==> src/rtl/riscv_arb_mux_pkg.sv <==
// Shared arbitration-mode encodings, default data width and index-width helper.
package riscv_arb_mux_pkg;
  localparam int XLEN_DEF = 32;
  localparam int ARB_SEL  = 0;
  localparam int ARB_FIX  = 1;
  localparam int ARB_RR   = 2;

  // Index ports stay at least one bit wide so a single-channel build still has a port.
  function automatic int idx_w(input int n);
    return (n > 1) ? $clog2(n) : 1;
  endfunction
endpackage

==> src/rtl/riscv_arb_mux_rr_arbiter.sv <==
// Request arbiter: fixed priority from index 0, or round-robin from a rotating pointer.
// Latency: grant is combinational; the pointer advances on the edge of a granted update.
// Backpressure: the caller gates upd, so the pointer freezes while the consumer stalls.
module riscv_rr_arbiter
  import riscv_arb_mux_pkg::*;
#(
  parameter int  N_REQ = 3,
  parameter int  MODE  = ARB_RR,
  localparam int IW    = idx_w(N_REQ)
) (
  input  logic             clk,
  input  logic             rst_n,
  input  logic [N_REQ-1:0] req,
  input  logic             upd,
  output logic [N_REQ-1:0] gnt,
  output logic [IW-1:0]    gnt_idx,
  output logic             gnt_vld
);
  logic [IW-1:0] ptr;
  logic          hi_vld;
  logic [IW-1:0] hi_idx;
  logic [IW-1:0] lo_idx;

  // Lowest request at or above ptr wins; otherwise wrap to the lowest request overall.
  always_comb begin
    hi_vld  = 1'b0;
    hi_idx  = '0;
    lo_idx  = '0;
    gnt_vld = 1'b0;
    for (int k = N_REQ - 1; k >= 0; k--) begin
      if (req[k]) begin
        gnt_vld = 1'b1;
        lo_idx  = IW'(k);
        if (k >= int'(ptr)) begin
          hi_vld = 1'b1;
          hi_idx = IW'(k);
        end
      end
    end
    gnt_idx = hi_vld ? hi_idx : lo_idx;
    gnt     = '0;
    for (int k = 0; k < N_REQ; k++)
      gnt[k] = gnt_vld && (gnt_idx == IW'(k));
  end

  if (MODE == ARB_RR) begin : g_ptr
    // Explicit wrap keeps the pointer modulo N_REQ for non-power-of-two channel counts.
    always_ff @(posedge clk or negedge rst_n) begin
      if (!rst_n)
        ptr <= '0;
      else if (upd && gnt_vld)
        ptr <= (gnt_idx == IW'(N_REQ - 1)) ? '0 : gnt_idx + 1'b1;
    end
  end else begin : g_no_ptr
    logic unused_ok;
    assign unused_ok = ^{clk, rst_n, upd};
    assign ptr       = '0;
  end
endmodule

==> src/rtl/riscv_arb_mux.sv <==
// N-channel valid/ready mux into a single registered output stage (select, fixed or RR).
// Latency: 1 cycle from input transfer to o_mux_valid; full throughput when downstream ready.
// Backpressure: a held output with i_mux_ready low drops every o_mux_ready and freezes state.
module riscv_arb_mux
  import riscv_arb_mux_pkg::*;
#(
  parameter int  N_MUX_IN = 3,
  parameter int  XLEN     = XLEN_DEF,
  parameter int  ARB_MODE = ARB_FIX,
  localparam int IW       = idx_w(N_MUX_IN)
) (
  input  logic                     i_clk,
  input  logic                     i_rstn,
  input  logic [IW-1:0]            i_mux_sel,
  input  logic [N_MUX_IN-1:0]      i_mux_valid,
  output logic [N_MUX_IN-1:0]      o_mux_ready,
  input  logic [N_MUX_IN*XLEN-1:0] i_mux_concat_data,
  output logic                     o_mux_valid,
  input  logic                     i_mux_ready,
  output logic [XLEN-1:0]          o_mux_data,
  output logic [IW-1:0]            o_mux_grant_idx
);
  logic                load;
  logic                gnt_vld;
  logic [N_MUX_IN-1:0] gnt;
  logic [IW-1:0]       gnt_idx;
  logic [XLEN-1:0]     gnt_dat;

  assign load = !o_mux_valid || i_mux_ready;

  if (ARB_MODE == ARB_SEL) begin : g_sel
    // Out-of-range select matches no channel, so no grant and no ready.
    always_comb begin
      gnt = '0;
      for (int k = 0; k < N_MUX_IN; k++)
        gnt[k] = (i_mux_sel == IW'(k)) && i_mux_valid[k];
      gnt_vld = |gnt;
      gnt_idx = i_mux_sel;
    end
  end else begin : g_arb
    logic unused_sel;
    assign unused_sel = ^i_mux_sel;

    riscv_rr_arbiter #(
      .N_REQ (N_MUX_IN),
      .MODE  (ARB_MODE)
    ) u_arb (
      .clk     (i_clk),
      .rst_n   (i_rstn),
      .req     (i_mux_valid),
      .upd     (load),
      .gnt     (gnt),
      .gnt_idx (gnt_idx),
      .gnt_vld (gnt_vld)
    );
  end

  always_comb begin
    gnt_dat = '0;
    for (int k = 0; k < N_MUX_IN; k++)
      if (gnt[k]) gnt_dat = i_mux_concat_data[k*XLEN +: XLEN];
  end

  // Ready is held low during reset even though the empty register would otherwise load.
  assign o_mux_ready = (load && i_rstn) ? gnt : '0;

  always_ff @(posedge i_clk or negedge i_rstn) begin
    if (!i_rstn) begin
      o_mux_valid     <= 1'b0;
      o_mux_data      <= '0;
      o_mux_grant_idx <= '0;
    end else if (load) begin
      o_mux_valid <= gnt_vld;
      if (gnt_vld) begin
        o_mux_data      <= gnt_dat;
        o_mux_grant_idx <= gnt_idx;
      end
    end
  end
endmodule

==> config.mk <==
export PLATFORM = sky130hd
export DESIGN_NAME = riscv_arb_mux
export DESIGN_NICKNAME = d
export VERILOG_FILES = /design/src/rtl/riscv_arb_mux_pkg.sv /design/src/rtl/riscv_arb_mux_rr_arbiter.sv /design/src/rtl/riscv_arb_mux.sv
export SDC_FILE = /design/constraint.sdc
export NUM_CORES = 1
export LEC_CHECK = 0
export BUFFER_PORTS_ARGS = -buffer_cell sky130_fd_sc_hd__buf_2
export CAP_MARGIN = 20
export CELL_PAD_IN_SITES_DETAIL_PLACEMENT = 0
export CELL_PAD_IN_SITES_GLOBAL_PLACEMENT = 1
export CORE_ASPECT_RATIO = 0.9
export CORE_MARGIN = 8
export CORE_UTILIZATION = 26
export DETAILED_ROUTE_END_ITERATION = 16
export PLACE_DENSITY = 0.81
export SLEW_MARGIN = 5
export SYNTH_ARGS = -nofsm -noshare
export SYNTH_HDL_FRONTEND = slang
export SYNTH_SLANG_ARGS = --single-unit
==> constraint.sdc <==
create_clock -name i_clk -period 1.47 [get_ports i_clk]
set_clock_uncertainty 0.05 [all_clocks]
set_input_delay 0.0735 -clock i_clk [delete_from_list [all_inputs] [get_ports i_clk]]
set_output_delay 0.0735 -clock i_clk [all_outputs]
set_load 0.05 [all_outputs]
# Word level (Yosys, flattened, before mapping)
# Cells that the tools add are included.
totals:
  reg_bits: 35
  elab_cells: 23
classes:
  n_eq_ne: 2
  n_mux: 10
  reduce_logical: 8
op_table:
  columns: ["cell", "count"]
  rows:
  - ["$mux 32", 3]
  - ["$mux 2", 3]
  - ["$logic_and 1x1->1", 4]
  - ["$mux 1", 3]
  - ["$mux 3", 1]
  - ["$eq 2x1->1 const B", 1]
  - ["$eq 2x2->1 const B", 1]
  - ["$logic_not 2->1", 1]
  - ["$reduce_and 2->1", 1]
  - ["$logic_not 1->1", 1]
  - ["$logic_or 1x1->1", 1]

# Longest topological paths before layout
depth:
  word_depth: 8
  depth_mapped: 6

# By module
# Synthesis repeated with hierarchy kept, for this count alone.
hier_totals:
  cells_unflattened: 205
  area_unflattened_um2: 2312.2
by_module_without_submodules:
  columns: ["module", "instances", "cells_each", "area_per_inst_um2", "seq_area_each_um2"]
  rows:
  - ["riscv_arb_mux", 1, 199, 2273.4, 875.8]
  - ["riscv_rr_arbiter", 1, 6, 38.8, 0.0]

# Worst setup path before layout
# No wires, ideal clock.
synth_path:
  kind: "register to register"
  start: "register o_mux_valid"
  end: "register o_mux_data[19]"
  setup_time_ns: 0.134
  t_arrival_ns: 1.486
  required_ns: 1.286
  setup_slack_ns: -0.199
  path_stages_with_launch: 6
  n_path_buf: 2
  period_less_slack_ns: 1.669
  cell_sequence: "dfrtp_1 nor2b_1 or2_1 buf_4 buf_2 o211ai_1"
synth_between:
  elab_chain_len: 3
synth_rtl:
  columns: ["item", "line_no", "source"]
  rows:
  - ["start: declaration", "riscv_arb_mux.sv:18", "output logic o_mux_valid,"]
  - ["start signal: assignment", "riscv_arb_mux.sv:73", "o_mux_valid <= gnt_vld;"]
  - ["$logic_not 1->1", "riscv_arb_mux.sv:29", "assign load = !o_mux_valid || i_mux_ready;"]
  - ["$logic_or 1x1->1", "riscv_arb_mux.sv:29", null]
  - ["$reduce_and 2->1 (no source line)", null, null]
  - ["end signal: assignment", "riscv_arb_mux.sv:75", "o_mux_data <= gnt_dat;"]
  - ["end: declaration", "riscv_arb_mux.sv:20", "output logic [XLEN-1:0] o_mux_data,"]
# Every way passes these cells.
# A chain may end at the register's enable or synchronous reset.

# Final worst setup path
layout_path:
  start: "register o_mux_valid"
  end: "output port o_mux_ready[2]"
layout_between:
  elab_chain_len: 4
layout_rtl:
  columns: ["item", "line_no", "source"]
  rows:
  - ["$logic_not 1->1", "riscv_arb_mux.sv:29", null]
  - ["$logic_or 1x1->1", "riscv_arb_mux.sv:29", null]
  - ["$logic_and 1x1->1", "riscv_arb_mux.sv:65", "assign o_mux_ready = (load && i_rstn) ? gnt : '0;"]
  - ["$mux 3", "riscv_arb_mux.sv:65", null]
  - ["end: declaration", "riscv_arb_mux.sv:16", "output logic [N_MUX_IN-1:0] o_mux_ready,"]
# Every way passes these cells.

==> flow_summary_export.csv <==
group,metric,value,unit
grt,antenna_found_initial,0,
setup_path,r2r-start,"o_mux_valid",
clock_tree,clk_transition_reported_paths,0.07,ns
grt,grt_use_total,13.9,%
clock_tree,cts_setup_buffers,0,
timing,rsz0062_at_grt,"yes",
synthesis,yosysUniqueCellTypes,21,
power,ir_drop,0.433,mV
floorplan,start_util,27.0,%
detailed_routing,drt-vias-per-instance,4.97,
timing,setup_tns,0,ns
synthesis,async_reset_ff_share,100,%
grt,grt_pass1_wl,12.4,mm
timing,finalMaxSlewViolations,0,
detailed_routing,firstDrtPassIters,4,
finish,seqCellArea,877,µm²
synthesis,ys_top_cells_by_area,"dfrtp_1 43%, nor2b_1 11%, o21ai_0 7.8%, a221oi_1 6.8%, a22oi_1 5.9%",
synthesis,avgSynthCellArea,9.27,µm²
setup_path,cp-endpoint,"o_mux_ready[2]",
setup_path,worst_r2r_path_depth,4,
clock_tree,clock-sinks,35,
synthesis,yosys.area.top_type_share,42.8,%
synthesis,syn-num-nets,325,
floorplan,die-area,11000,µm²
placement,routabilityCongestion,0.737,
grt,use_met2,22.8,%
synthesis,synth_top_cell_by_area,"dfrtp_1",
synthesis,ys_warn_count,0,
detailed_routing,drt.antenna.violating_nets,0,
finish,syn2layout_area_growth,54.2,%
timing,setup_viol,0,
synthesis,synth_edf_count,0,
setup_path,crit_arrival,1.32,ns
clock_tree,cts-root-buf,"clkbuf_8",
clock_tree,cts_tree,"built",
floorplan,core_area,7580,µm²
setup_path,critPathLaunchType,"flip-flop",
setup_path,end_kind,"output port",
grt,grt.met1_usage,17.7,%
timing,tightest_slew,0.382,ns
grt,top_usage_layer,"met2",
timing,fin_crit,1.44,ns
timing,fmax,692,MHz
floorplan,rows,30,
clock_tree,cts_buffers,5,
finish,nNetsFinal,475,
setup_path,timing.rr.end,"o_mux_data[5]",
timing,hold_violations,0,
grt,grt_pass1_vias,2448,
setup_path,crit_start,"o_mux_valid",
timing,postLayoutSetupSlackWorst,0.0257,ns
detailed_routing,drtIter0Drc,118,
floorplan,ioPinCount,142,
placement,pre_cts_ws,0.115,ns
worst_hold_path,hp-class,"input port to flip-flop",
setup_path,worstPathMaxFanout,4,
flow_run,cap_violations,0,
setup_path,r2r_slack,0.10,ns
detailed_routing,post_drt_wl_per_cell,16.4,µm
synthesis,ys_ff_latch,35,
detailed_routing,postRouteWirelength,7.69,mm
placement,dpl.hpwl,6.01,mm
finish,fillers,819,
floorplan,die_h,100,µm
clock_tree,clock_latency,0.28,ns
outcome,status,"completed",
finish,utilization,41.7,%
setup_path,critPathRequiredTime,1.35,ns
grt,grt_max_degree,47,
timing,relSlewSlack,74.5,%
synthesis,netlist_area,2050,µm²
finish,layout-drive-gt1-share,45.4,%
power,leakage,1.47,nW
finish,diodes,0,
synthesis,synth_cells,221,
grt,grt_overflow,0,
synthesis,synth_flop_cell,"dfrtp_1",
finish,multiInputGateArea,1050,µm²
placement,numPortBuffers,139,
clock_tree,htree_levels,2,
power,power_density,991,nW/µm²
timing,period_share,98.3,%
synthesis,synth-seq-area-share,42.8,%
power,power,3.13,mW
detailed_routing,drc,0,
detailed_routing,num_vias,2325,
synthesis,synth.cells.most_frequent,"35 x dfrtp_1, 35 x nor2b_1, 32 x o21ai_0",
grt,grtUsageMet3,3.72,%
clock_tree,clock_path_buffers,2,
setup_path,crit_type,"flip-flop to output port",
floorplan,die_width,110,µm
-- worst max-delay path, stage by stage, from the launching register on --
cell,delay [ns]
dfrtp_2,0.42
nand2b_1,0.11
buf_4,0.14
and4_1,0.20
buf_6,0.17
-- per-layer routing --
layer | wire, µm | vias up
met5 | 0 | -
met4 | 47 | 0
met3 | 689 | 2
met2 | 3650 | 91
met1 | 3310 | 1094
li1 | - | 1138
-- logic make-up after synthesis --
kind of cell	after synthesis	share of synthesized area, %
compound gates	98	32.9
flops	35	42.8
simple gates	61	17.5
buf+inv	27	6.84
-- worst min path at each step --
stage / from / endpoint / depth (start not counted)
after floorplan: i_rstn / o_mux_data[0] / 0
after global placement: i_rstn / o_mux_data[6] / 1
after detailed placement: i_rstn / o_mux_data[6] / 1
after CTS: i_mux_concat_data[59] / o_mux_data[27] / 3
after global routing: i_mux_concat_data[59] / o_mux_data[27] / 3
final: i_mux_concat_data[59] / o_mux_data[27] / 3
-- layout by cell type (no fill, tap or decap), drive strengths merged --
| cell type | n |
|---|---|
| nand2 | 1 |
| o21ai | 32 |
| a22oi | 16 |
| nand3 | 16 |
| nand2b | 1 |
| nor2b | 35 |
| and3 | 2 |
| or2 | 1 |
| nor2 | 3 |
| clkbuf | 8 |
| and4 | 1 |
| dfrtp | 35 |
| o211ai | 16 |
| a221oi | 16 |
| a22o | 1 |
| dlygate4sd3 | 14 |
| buf | 156 |
| nor3 | 1 |
| o31ai | 16 |
| a21oi | 1 |
-- flip-flops by register name, summed over array words and instances, names as in the netlist --
| name | count |
|---|---|
| o_mux_grant_idx | 2 |
| o_mux_valid | 1 |
| o_mux_data | 32 |
-- where the power goes --
group / total (mW) / internal [mW] / leakage, nW / switching [mW]
Combinational: 1.22 / 0.390 / 0.994 / 0.827
Sequential: 1.15 / 1.09 / 0.428 / 0.0594
Clock: 0.761 / 0.428 / 0.0515 / 0.333
Total: 3.13 / 1.91 / 1.47 / 1.22
-- final cells by class --
class,instances,share of cell area [%]
clock buffer,8,3.17
multi-input combinational,159,33.4
sequential,35,27.8
tap,96,3.80
timing repair buffer,170,31.9
-- per-stage QoR --
step                      hold slack (ns)  cells  instance area, µm²
after floorplan                    -0.272    221                2060
after global placement             -0.101    446                2900
after detailed placement           -0.104    446                2900
after CTS                         0.00222    468                3150
after global routing              0.00669    468                3160
final                              0.0153    468                3160
-- timing repair --
item | in CTS | in global routing
hold buffers | 14 | 0
endpoints found under the setup margin | 3 | 4
endpoints found under the hold margin | 48 | 0
pin swaps | 0 | 1
resized for setup | 4 | 3
No activity file was read; power rests on OpenSTA's default activity.
